===== config.mk =====
export PLATFORM = sky130hd
export DESIGN_NAME = hcsr04_multi_ranger
export DESIGN_NICKNAME = d
export VERILOG_FILES = /design/src/rtl/hcsr04_multi_ranger.sv
export SDC_FILE = /design/constraint.sdc
export NUM_CORES = 1
export LEC_CHECK = 0
export ABC_AREA = 1
export CAP_MARGIN = 0
export CORE_MARGIN = 1.5
export CORE_UTILIZATION = 56
export DETAILED_ROUTE_END_ITERATION = 8
export PLACE_DENSITY = 0.78
export REMOVE_ABC_BUFFERS = 1
export SLEW_MARGIN = 20
export SYNTH_ARGS = -nofsm -noshare
export SYNTH_HDL_FRONTEND = slang
export SYNTH_SLANG_ARGS = --single-unit

===== constraint.sdc =====
create_clock -name clk -period 4.2 [get_ports clk]
set_input_delay 0.84 -clock clk [delete_from_list [all_inputs] [get_ports clk]]
set_output_delay 0.84 -clock clk [all_outputs]
set_load 0.02 [all_outputs]

===== src/rtl/hcsr04_multi_ranger.sv =====
// Round-robin HC-SR04 controller: triggers one sensor at a time, measures the echo
// high-time in clock ticks and keeps an IIR-smoothed value per channel.
module hcsr04_multi_ranger #(
  parameter int unsigned N_CH          = 4,
  parameter int unsigned WIDTH         = 21,
  parameter int unsigned TRIG_TICKS    = 500,
  parameter int unsigned TIMEOUT_TICKS = 1900000,
  parameter int unsigned GAP_TICKS     = 3000000,
  parameter int unsigned AVG_SHIFT     = 2,
  localparam int unsigned ID_W         = (N_CH > 1) ? $clog2(N_CH) : 1
) (
  input  logic              clk,
  input  logic              rst_n,
  input  logic              enable,
  input  logic [N_CH-1:0]   ch_mask,
  input  logic [N_CH-1:0]   echo_in,
  output logic [N_CH-1:0]   trig_out,
  output logic [ID_W-1:0]   ch_id,
  output logic [WIDTH-1:0]  width_ticks,
  output logic [WIDTH-1:0]  avg_ticks,
  output logic              sample_valid,
  output logic              sample_timeout,
  output logic              busy
);

  localparam int unsigned TRIG_W = $clog2(TRIG_TICKS + 1);
  localparam int unsigned TMO_W  = $clog2(TIMEOUT_TICKS + 1);
  localparam int unsigned GAP_W  = $clog2(GAP_TICKS + 1);

  localparam logic [TRIG_W-1:0] TrigLast = TRIG_W'(TRIG_TICKS - 1);
  localparam logic [TMO_W-1:0]  TmoLast  = TMO_W'(TIMEOUT_TICKS - 1);
  localparam logic [GAP_W-1:0]  GapLast  = GAP_W'(GAP_TICKS - 1);
  localparam logic [ID_W-1:0]   LastCh   = ID_W'(N_CH - 1);

  typedef enum logic [2:0] {
    StIdle, StSelect, StTrig, StWaitRise, StMeasure, StResult, StGap
  } state_e;

  state_e             state_q;
  logic [ID_W-1:0]    ptr_q;
  logic [TRIG_W-1:0]  trig_cnt_q;
  logic [TMO_W-1:0]   tmo_q;
  logic [GAP_W-1:0]   gap_q;
  logic [WIDTH-1:0]   width_q;
  logic               tmo_flag_q;
  logic               seen_low_q;
  logic [WIDTH-1:0]   avg_q [N_CH];
  logic [N_CH-1:0]    primed_q;
  logic [N_CH-1:0]    echo_meta_q;
  logic [N_CH-1:0]    echo_sync_q;

  always_ff @(posedge clk or negedge rst_n) begin
    if (!rst_n) begin
      echo_meta_q <= '0;
      echo_sync_q <= '0;
    end else begin
      echo_meta_q <= echo_in;
      echo_sync_q <= echo_meta_q;
    end
  end

  logic               echo_cur;
  logic               tmo_hit;
  logic [WIDTH-1:0]   width_inc;
  logic [ID_W-1:0]    sel_idx;
  logic               sel_found;
  logic [N_CH-1:0]    sel_onehot;

  assign echo_cur  = echo_sync_q[ch_id];
  assign tmo_hit   = (tmo_q >= TmoLast);
  assign width_inc = (&width_q) ? width_q : width_q + 1'b1;

  // Descending scan so the smallest offset from the pointer is the last write.
  always_comb begin
    int cand;
    logic [ID_W-1:0] cand_idx;
    sel_found = 1'b0;
    sel_idx   = '0;
    cand      = 0;
    cand_idx  = '0;
    for (int i = int'(N_CH) - 1; i >= 0; i--) begin
      cand     = (int'(ptr_q) + i) % int'(N_CH);
      cand_idx = ID_W'(cand);
      if (ch_mask[cand_idx]) begin
        sel_found = 1'b1;
        sel_idx   = cand_idx;
      end
    end
    sel_onehot          = '0;
    sel_onehot[sel_idx] = 1'b1;
  end

  logic [WIDTH-1:0]        avg_cur;
  logic [WIDTH-1:0]        avg_new;
  logic signed [WIDTH:0]   avg_diff;
  logic signed [WIDTH:0]   avg_step;

  always_comb begin
    avg_cur  = avg_q[ch_id];
    avg_diff = $signed({1'b0, width_q}) - $signed({1'b0, avg_cur});
    avg_step = avg_diff >>> AVG_SHIFT;
    avg_new  = avg_cur + avg_step[WIDTH-1:0];
  end

  always_ff @(posedge clk or negedge rst_n) begin
    if (!rst_n) begin
      state_q        <= StIdle;
      ptr_q          <= '0;
      trig_cnt_q     <= '0;
      tmo_q          <= '0;
      gap_q          <= '0;
      width_q        <= '0;
      tmo_flag_q     <= 1'b0;
      seen_low_q     <= 1'b0;
      primed_q       <= '0;
      for (int i = 0; i < int'(N_CH); i++) avg_q[i] <= '0;
      trig_out       <= '0;
      ch_id          <= '0;
      width_ticks    <= '0;
      avg_ticks      <= '0;
      sample_valid   <= 1'b0;
      sample_timeout <= 1'b0;
      busy           <= 1'b0;
    end else begin
      sample_valid <= 1'b0;
      case (state_q)
        StIdle: begin
          if (enable && (|ch_mask)) begin
            state_q <= StSelect;
            busy    <= 1'b1;
          end
        end
        StSelect: begin
          if (sel_found) begin
            ch_id      <= sel_idx;
            trig_out   <= sel_onehot;
            trig_cnt_q <= '0;
            state_q    <= StTrig;
          end else begin
            state_q <= StIdle;
            busy    <= 1'b0;
          end
        end
        StTrig: begin
          if (trig_cnt_q == TrigLast) begin
            trig_out   <= '0;
            tmo_q      <= '0;
            tmo_flag_q <= 1'b0;
            seen_low_q <= 1'b0;
            state_q    <= StWaitRise;
          end else begin
            trig_cnt_q <= trig_cnt_q + 1'b1;
          end
        end
        StWaitRise: begin
          tmo_q <= tmo_q + 1'b1;
          if (tmo_hit) begin
            width_q    <= '0;
            tmo_flag_q <= 1'b1;
            state_q    <= StResult;
          end else if (!echo_cur) begin
            seen_low_q <= 1'b1;
          end else if (seen_low_q) begin
            width_q <= WIDTH'(1);
            state_q <= StMeasure;
          end
        end
        StMeasure: begin
          tmo_q <= tmo_q + 1'b1;
          if (!echo_cur) begin
            state_q <= StResult;
          end else if (tmo_hit) begin
            width_q    <= width_inc;
            tmo_flag_q <= 1'b1;
            state_q    <= StResult;
          end else begin
            width_q <= width_inc;
          end
        end
        StResult: begin
          sample_valid   <= 1'b1;
          sample_timeout <= tmo_flag_q;
          width_ticks    <= width_q;
          if (tmo_flag_q) begin
            avg_ticks <= avg_cur;
          end else if (primed_q[ch_id]) begin
            avg_q[ch_id] <= avg_new;
            avg_ticks    <= avg_new;
          end else begin
            avg_q[ch_id]    <= width_q;
            avg_ticks       <= width_q;
            primed_q[ch_id] <= 1'b1;
          end
          ptr_q   <= (ch_id == LastCh) ? '0 : ch_id + 1'b1;
          gap_q   <= '0;
          state_q <= StGap;
        end
        StGap: begin
          if (gap_q == GapLast) begin
            if (enable) begin
              state_q <= StSelect;
            end else begin
              state_q <= StIdle;
              busy    <= 1'b0;
            end
          end else begin
            gap_q <= gap_q + 1'b1;
          end
        end
        default: begin
          state_q  <= StIdle;
          trig_out <= '0;
          busy     <= 1'b0;
        end
      endcase
    end
  end

endmodule


==> metrics.log, run 1 <==
[metrics] outcome: finished clean
[metrics] max-slew violation count: 0
[metrics] Post-DP HPWL: 29,300 um
[metrics] total vias in the final route: 13,600
[metrics] post-layout instance count excluding filler cells: 2,358
[metrics] CP arrival: 4500 ps
[metrics] number of cells traversed by the worst register-to-register path: 21
[metrics] Crit path required time: 4640 ps
[metrics] share of final-layout standard cells stronger than drive strength 1: 0.120
[metrics] Clock Power Share: 0.147
[metrics] drt wl/cell: 17.7 um
[metrics] number of diodes added for antenna fixing: 0
[metrics] CP startpoint kind: flip-flop
[metrics] vertical extent of the die: 161 um
[metrics] initial antenna violation count: 0
[metrics] Max Buffers Root-to-Sink: 3
[metrics] Yosys Warn Count: 0
[metrics] Initial Utilization: 0.571
[metrics] fraction of the cycle the final worst path needs: 0.966
[metrics] DRC errors left: 0
[metrics] clock buffer count from CTS: 25
[metrics] most common cell after layout, fill and taps aside: nand2_1
[metrics] area of the die: 25,800 um^2
[metrics] root cell of the clock tree: clkbuf_16
[metrics] hold violation count in the final report: 0
[metrics] Post-CTS Hold Fix Bufs: 0
[metrics] flop and latch count out of synthesis: 227
[metrics] Inst Count DP: 2,307
[metrics] synthesized area per cell: 7.33 um^2
[metrics] Critical Path Sink Type: flip-flop
[metrics] maximum single-stage delay on the critical path: 500 ps
[metrics] Total Nets Final: 2,078
[metrics] fraction of the yosys area taken by sequential cells: 0.408
[metrics] sequential power share: 0.206
[metrics] final RePlAce weighted congestion: 0.999
[metrics] RSZ-0062 raised after global routing: yes
[metrics] # port buffers: 61
[metrics] cell type of the slowest stage on the worst timing path: dfrtp_2
[metrics] Global Route Usage Sum: 0.315
[metrics] first-pass detailed-route iteration total: 5
[metrics] clock period minus final worst setup slack: 4060 ps
[metrics] Leakage: 8.10 nW
[metrics] post-synth top area cell: dfrtp_1
[metrics] wire length of the first global-routing pass: 65,700 um
[metrics] reg2reg setup slack: 140 ps
[metrics] # clock sinks: 227
[metrics] horizontal extent of the die: 161 um
[metrics] post-layout utilization of the core: 0.681
[metrics] leading cell types in the layout, fill and taps excluded: nand2_1, dfrtp_1, inv_1, nand3_1, o21ai_0
[metrics] Mapped Area: 13,900 um^2
[metrics] area inside the core boundary: 24,400 um^2
[metrics] register clock-pin slew on the reported worst setup and hold paths: 60 ps
[metrics] number of antenna-violating nets in the routed design: 0
[metrics] htree depth: 1
[metrics] average vias per placed instance: 5.75
[metrics] Starting DRT DRC Count: 1,275
[metrics] Post-Route WL: 41,600 um
[metrics] Finish-stage setup viols: 0
[metrics] crit path cell chain: inv_2, buf_12, nand2_1, nand3_1, nand2_2, ha_4, nand2_2, nor4_4, a21oi_2, xnor2_1, ha_1, a21oi_1, o21ai_0, a21oi_1, nand2_1, nand2_1, nand3_1, nand3_1, nand3_1, nand2_1, inv_1
[metrics] global-route congestion overflow total: 0
[metrics] proportion of netlist area held by the largest area contributor: 0.408
[metrics] Tightest Pin Transition: 791 ps
[metrics] type of the setup path with the least slack: flip-flop to flip-flop
[metrics] power density cells: 891 nW/um^2
[metrics] later-pin clock latency in the skew report: 550 ps
[metrics] Power Internal: 0.00755 W
[metrics] final clock skew: 24.4 ps
[metrics] biggest fanout along the worst timing path: 19
[metrics] Sw Pwr: 0.00724 W
[metrics] largest net degree at the start of global routing: 101
[metrics] clock tree from TritonCTS: done
[metrics] Net Sw Frac: 0.489
[metrics] path class of the lowest-slack min-delay path: input port to asynchronous set/reset pin
[metrics] maximum clock rate: 246 MHz
[metrics] largest cells by area after synthesis: dfrtp_1, nand2_1, nand3_1
[metrics] Slew HR: 0.472
[metrics] Yosys cell types: 57
[metrics] number of ports placed on the die boundary: 62
[metrics] fraction of power consumed by combinational cells: 0.647
[metrics] Layout Area Growth over Synthesis: 19.2%
[metrics] number of cells produced by synthesis: 1,901
[metrics] standard-cell rows: 57
[metrics] vias in the first global route: 12,600
[metrics] worst ir drop on vdd: 0.586 mV
[metrics] maximum capacitance violations: 0
-- flip-flops by register name (all words and copies together), names as in the netlist --
name	count
state_q	3
primed_q	4
ptr_q	2
busy	1
trig_out	4
echo_meta_q	4
width_q	21
echo_sync_q	4
width_ticks	21
gap_q	22
avg_ticks	21
tmo_q	21
seen_low_q	1
trig_cnt_q	9
tmo_flag_q	1
sample_valid	1
sample_timeout	1
ch_id	2
avg_q	84
-- Yosys cell counts, drive strengths merged --
master	n
a21o	4
o32ai	1
ha	48
o22ai	9
o221ai	10
inv	227
and3	1
clkbuf	25
a32o	1
o31ai	8
o211ai	8
o21a	4
nand3b	6
a22oi	1
a211oi	1
or2	9
a21oi	96
and2	1
mux2	1
nand2	577
buf	30
a31o	1
xnor2	20
nor2	123
xor2	41
a2bb2oi	2
o21bai	3
nor4	13
a21boi	3
a31oi	4
nor3b	2
fa	1
o21ai	155
nor3	36
a22o	1
dfrtp	227
nand3	176
clkinv	2
a311oi	1
nand4	22
-- routing by layer --
layer / part of all wire / vias to the layer above / wire, um / global-route usage
met5: 0 / - / 0 / 0
met4: 0.031 / 0 / 1300 / 0.0867
met3: 0.076 / 97 / 3150 / 0.0431
met2: 0.44 / 549 / 18500 / 0.495
met1: 0.45 / 6450 / 18700 / 0.459
li1: - / 6457 / - / -
-- path summary, 6_finish.rpt --
| check | startpoint | end |
|---|---|---|
| setup / recovery | ch_id[0] | avg_q[38] |
| hold / removal | rst_n | tmo_q[2] |
| setup reg to reg | ch_id[0] | avg_q[38] |
| hold reg to reg | echo_meta_q[2] | echo_sync_q[2] |
| max in group asynchronous | rst_n | avg_ticks[2] |
| min in group clk | echo_meta_q[2] | echo_sync_q[2] |
-- cells by family (layout without fill, tap and decap cells) --
| logic type | after synthesis | after routing | synth area share |
|---|---|---|---|
| and+or+nand+nor | 966 | 966 | 0.301 |
| AOI/OAI and AO/OA | 313 | 313 | 0.126 |
| buffers and inverters | 284 | 417 | 0.0817 |
| DFF | 227 | 227 | 0.408 |
| xor gates and xnor gates | 61 | 61 | 0.0383 |
| adders and majority gates | 49 | 49 | 0.0445 |
| muxes | 1 | 1 | 0.000808 |
-- per-stage QoR --
step	power (W)	hold slack [ps]	worst slack (ps)	setup TNS, ps	instance area (um^2)
6_report	0.0148	328	141	0	16600
5_1_grt	0.0158	364	-101	-434	16600
4_1_cts	0.0138	356	12.9	0	16100
3_5_place_dp	0.0115	341	-93.3	-400	15300
3_3_place_gp	0.0114	339	-53.4	-162	15300
2_1_floorplan	0.00849	331	-946	-58400	13700
-- worst max-delay path, delay by kind of cell (launching register included) --
kind | cells | cell delay (ps)
flip-flops | 1 | 500
XOR/XNOR | 1 | 230
buffers and inverters | 3 | 320
AO/OA/AOI/OAI | 4 | 730
adder cells (fa/ha/maj) | 2 | 640
AND/OR/NAND/NOR | 11 | 1520
-- area by class of cell --
cell class              instances  area (um^2)
repair buffers                145         1350
inverters                     229          860
clock inverters                 8         93.8
well taps                     324          405
multi-input cells            1390         7510
clock buffers                  35          703
fillers                      2111         7790
flip-flops and latches        227         5680
-- what timing repair did --
action | in CTS | in global routing
pin swaps | 0 | 17
gates resized for setup | 2 | 98
cloned | 0 | 2
buffers inserted | 0 | 6
hold endpoints to repair | 0 | 0
endpoints found under the setup margin | 5 | 66
-- power by group through the flow --
stage	combinational, W	clock, W	sequential [W]
2_1_floorplan	0.00530	0	0.00319
3_3_place_gp	0.00839	0	0.00304
3_5_place_dp	0.00848	0	0.00305
4_1_cts	0.00854	0.00220	0.00303
5_1_grt	0.0104	0.00228	0.00310
6_report	0.00957	0.00217	0.00305
Note: power is estimated with default switching activity, not from simulation.
==> inputs of run 2 (changes only) <==
==> constraint.sdc (replaced) <==
create_clock -name clk -period 4.2 [get_ports clk]
set_input_delay 0.63 -clock clk [delete_from_list [all_inputs] [get_ports clk]]
set_output_delay 0.63 -clock clk [all_outputs]
set_load 0.02 [all_outputs]
==> run 2 against run 1 <==
Count of clock-buffer cells in the layout fell by 1. Register-to-register slack about the same. Final area is 4.0% higher. Via count increased by 0.32%. Sequential share of layout area decreased by 1.3 points. Critical endpoint is now avg_q[39]. Largest cell class unchanged.
==> metrics.log, run 2 (synthesis gave the netlist of run 1 again) <==
[metrics] max reg flops: 84
[metrics] Post-DP HPWL: 29,600 um
[metrics] outcome: finished clean
[metrics] final clock skew: 12.7 ps
[metrics] Finish-stage setup viols: 0
[metrics] number of diodes added for antenna fixing: 0
[metrics] clock period minus final worst setup slack: 4050 ps
[metrics] clock tree from TritonCTS: done
[metrics] average vias per placed instance: 5.68
[metrics] area inside the core boundary: 24,400 um^2
[metrics] most common cell after layout, fill and taps aside: nand2_1
[metrics] Worst path most repeated cell: nand2_1
[metrics] hold violation count in the final report: 0
[metrics] register containing the most flip-flops in the final layout: avg_q
[metrics] max-slew violation count: 0
[metrics] # port buffers: 61
[metrics] share of final-layout standard cells stronger than drive strength 1: 0.159
[metrics] Post-CTS Hold Fix Bufs: 0
[metrics] later-pin clock latency in the skew report: 540 ps
[metrics] Global Route Usage Sum: 0.318
[metrics] biggest fanout along the worst timing path: 5
[metrics] standard-cell rows: 57
[metrics] Initial Utilization: 0.571
[metrics] fraction of the cycle the final worst path needs: 0.964
[metrics] leading cell types in the layout, fill and taps excluded: nand2_1, dfrtp_1, inv_1, nand3_1, o21ai_0
[metrics] Leakage: 8.35 nW
[metrics] number of ports placed on the die boundary: 62
[metrics] htree depth: 1
[metrics] maximum clock rate: 247 MHz
[metrics] total vias in the final route: 13,600
[metrics] vias in the first global route: 12,800
[metrics] maximum capacitance violations: 0
[metrics] drt wl/cell: 17.5 um
[metrics] placed inst area: 15,500 um^2
[metrics] clock buffer count from CTS: 26
[metrics] Post-Route WL: 42,000 um
[metrics] CP arrival: 4520 ps
[metrics] number of antenna-violating nets in the routed design: 0
[metrics] Max Buffers Root-to-Sink: 3
[metrics] maximum single-stage delay on the critical path: 490 ps
[metrics] largest net degree at the start of global routing: 115
[metrics] Tightest Pin Transition: 1160 ps
[metrics] # clock sinks: 227
[metrics] cell type of the slowest stage on the worst timing path: dfrtp_2
[metrics] worst ir drop on vdd: 0.643 mV
[metrics] first-pass detailed-route iteration total: 5
[metrics] global-route congestion overflow total: 0
[metrics] register clock-pin slew on the reported worst setup and hold paths: 60 ps
[metrics] Starting DRT DRC Count: 1,280
[metrics] Slew HR: 0.224
[metrics] type of the setup path with the least slack: flip-flop to flip-flop
[metrics] RSZ-0062 raised after global routing: yes
[metrics] DRC errors left: 0
[metrics] Layout Area Growth over Synthesis: 23.9%
[metrics] largest registers ranked by flip-flop count: avg_q: 84 flops, gap_q: 22 flops
[metrics] post-layout utilization of the core: 0.708
[metrics] vertical extent of the die: 161 um
[metrics] initial antenna violation count: 0
[metrics] Crit path required time: 4670 ps
[metrics] power density cells: 923 nW/um^2
[metrics] path class of the lowest-slack min-delay path: input port to asynchronous set/reset pin
[metrics] CP startpoint kind: flip-flop
[metrics] wire length of the first global-routing pass: 66,300 um
[metrics] Total Nets Final: 2,113
[metrics] root cell of the clock tree: clkbuf_16
[metrics] Critical Path Sink Type: flip-flop
[metrics] horizontal extent of the die: 161 um
[metrics] area of the die: 25,800 um^2
[metrics] final design area excluding fillers: 17,300 um^2
[metrics] final RePlAce weighted congestion: 1.00
## run 2: stage by stage
| stage | power [W] | std cells | setup WS [ps] | TNS [ps] | hold slack [ps] |
|---|---|---|---|---|---|
| floorplan | 0.00849 | 1846 | -946 | -58400 | 331 |
| global placement | 0.0117 | 2333 | -94.4 | -635 | 332 |
| detailed placement | 0.0118 | 2333 | -172 | -1480 | 336 |
| CTS | 0.0144 | 2380 | 1.78 | 0 | 199 |
| global route | 0.0170 | 2395 | -102 | -1040 | 247 |
| finish | 0.0159 | 2395 | 152 | 0 | 166 |
## run 2: layout make-up
cell class                      count  area, um^2
Clock buffer                       34         742
Clock inverter                     12         194
Fill cell                        2017        7120
Inverter                          229         867
Multi-Input combinational cell   1390        7740
Sequential cell                   227        5680
Tap cell                          324         405
Timing Repair Buffer              179        1630
## run 2: final timing paths
kind                           startpoint              to  slack, ps  cells past startpoint
hold / removal                      rst_n        tmo_q[2]        170                      1
hold reg to reg            echo_meta_q[0]  echo_sync_q[0]        350                      0
min in group clk           echo_meta_q[0]  echo_sync_q[0]        350                      0
setup reg to reg                 ch_id[0]       avg_q[39]        150                     26
max in group asynchronous           rst_n    avg_ticks[2]       2990                      2
setup / recovery                 ch_id[0]       avg_q[39]        150                     26
## run 2: critical path, delay by kind of cell, from the launching register on
family	cells	cell delay, ps
buf+inv	6	770
fa+ha+maj	2	560
simple gates	13	1280
flops	1	490
xor+xnor	1	160
compound gates	4	710
## run 2: timing repair
action                                  in CTS  in global routing
gates resized for setup                      8                153
buffers inserted                             1                 12
gates cloned                                 0                  3
pin swaps                                    0                 36
endpoints found under the setup margin      26                 67
## run 2: report_power, final
group / leakage, nW / internal [W] / total (W) / switching [W]
clock: 0.456 / 0.00154 / 0.00248 / 0.000933
sequential: 3.04 / 0.00271 / 0.00306 / 0.000342
combinational: 4.86 / 0.00407 / 0.0104 / 0.00633
## run 2: layer usage
metal,vias to the layer above,global-route usage,wire length (um)
met5,-,0,0
met4,0,0.103,1310
met3,90,0.0449,2960
met2,511,0.487,18600
met1,6481,0.466,19100
li1,6514,-,-
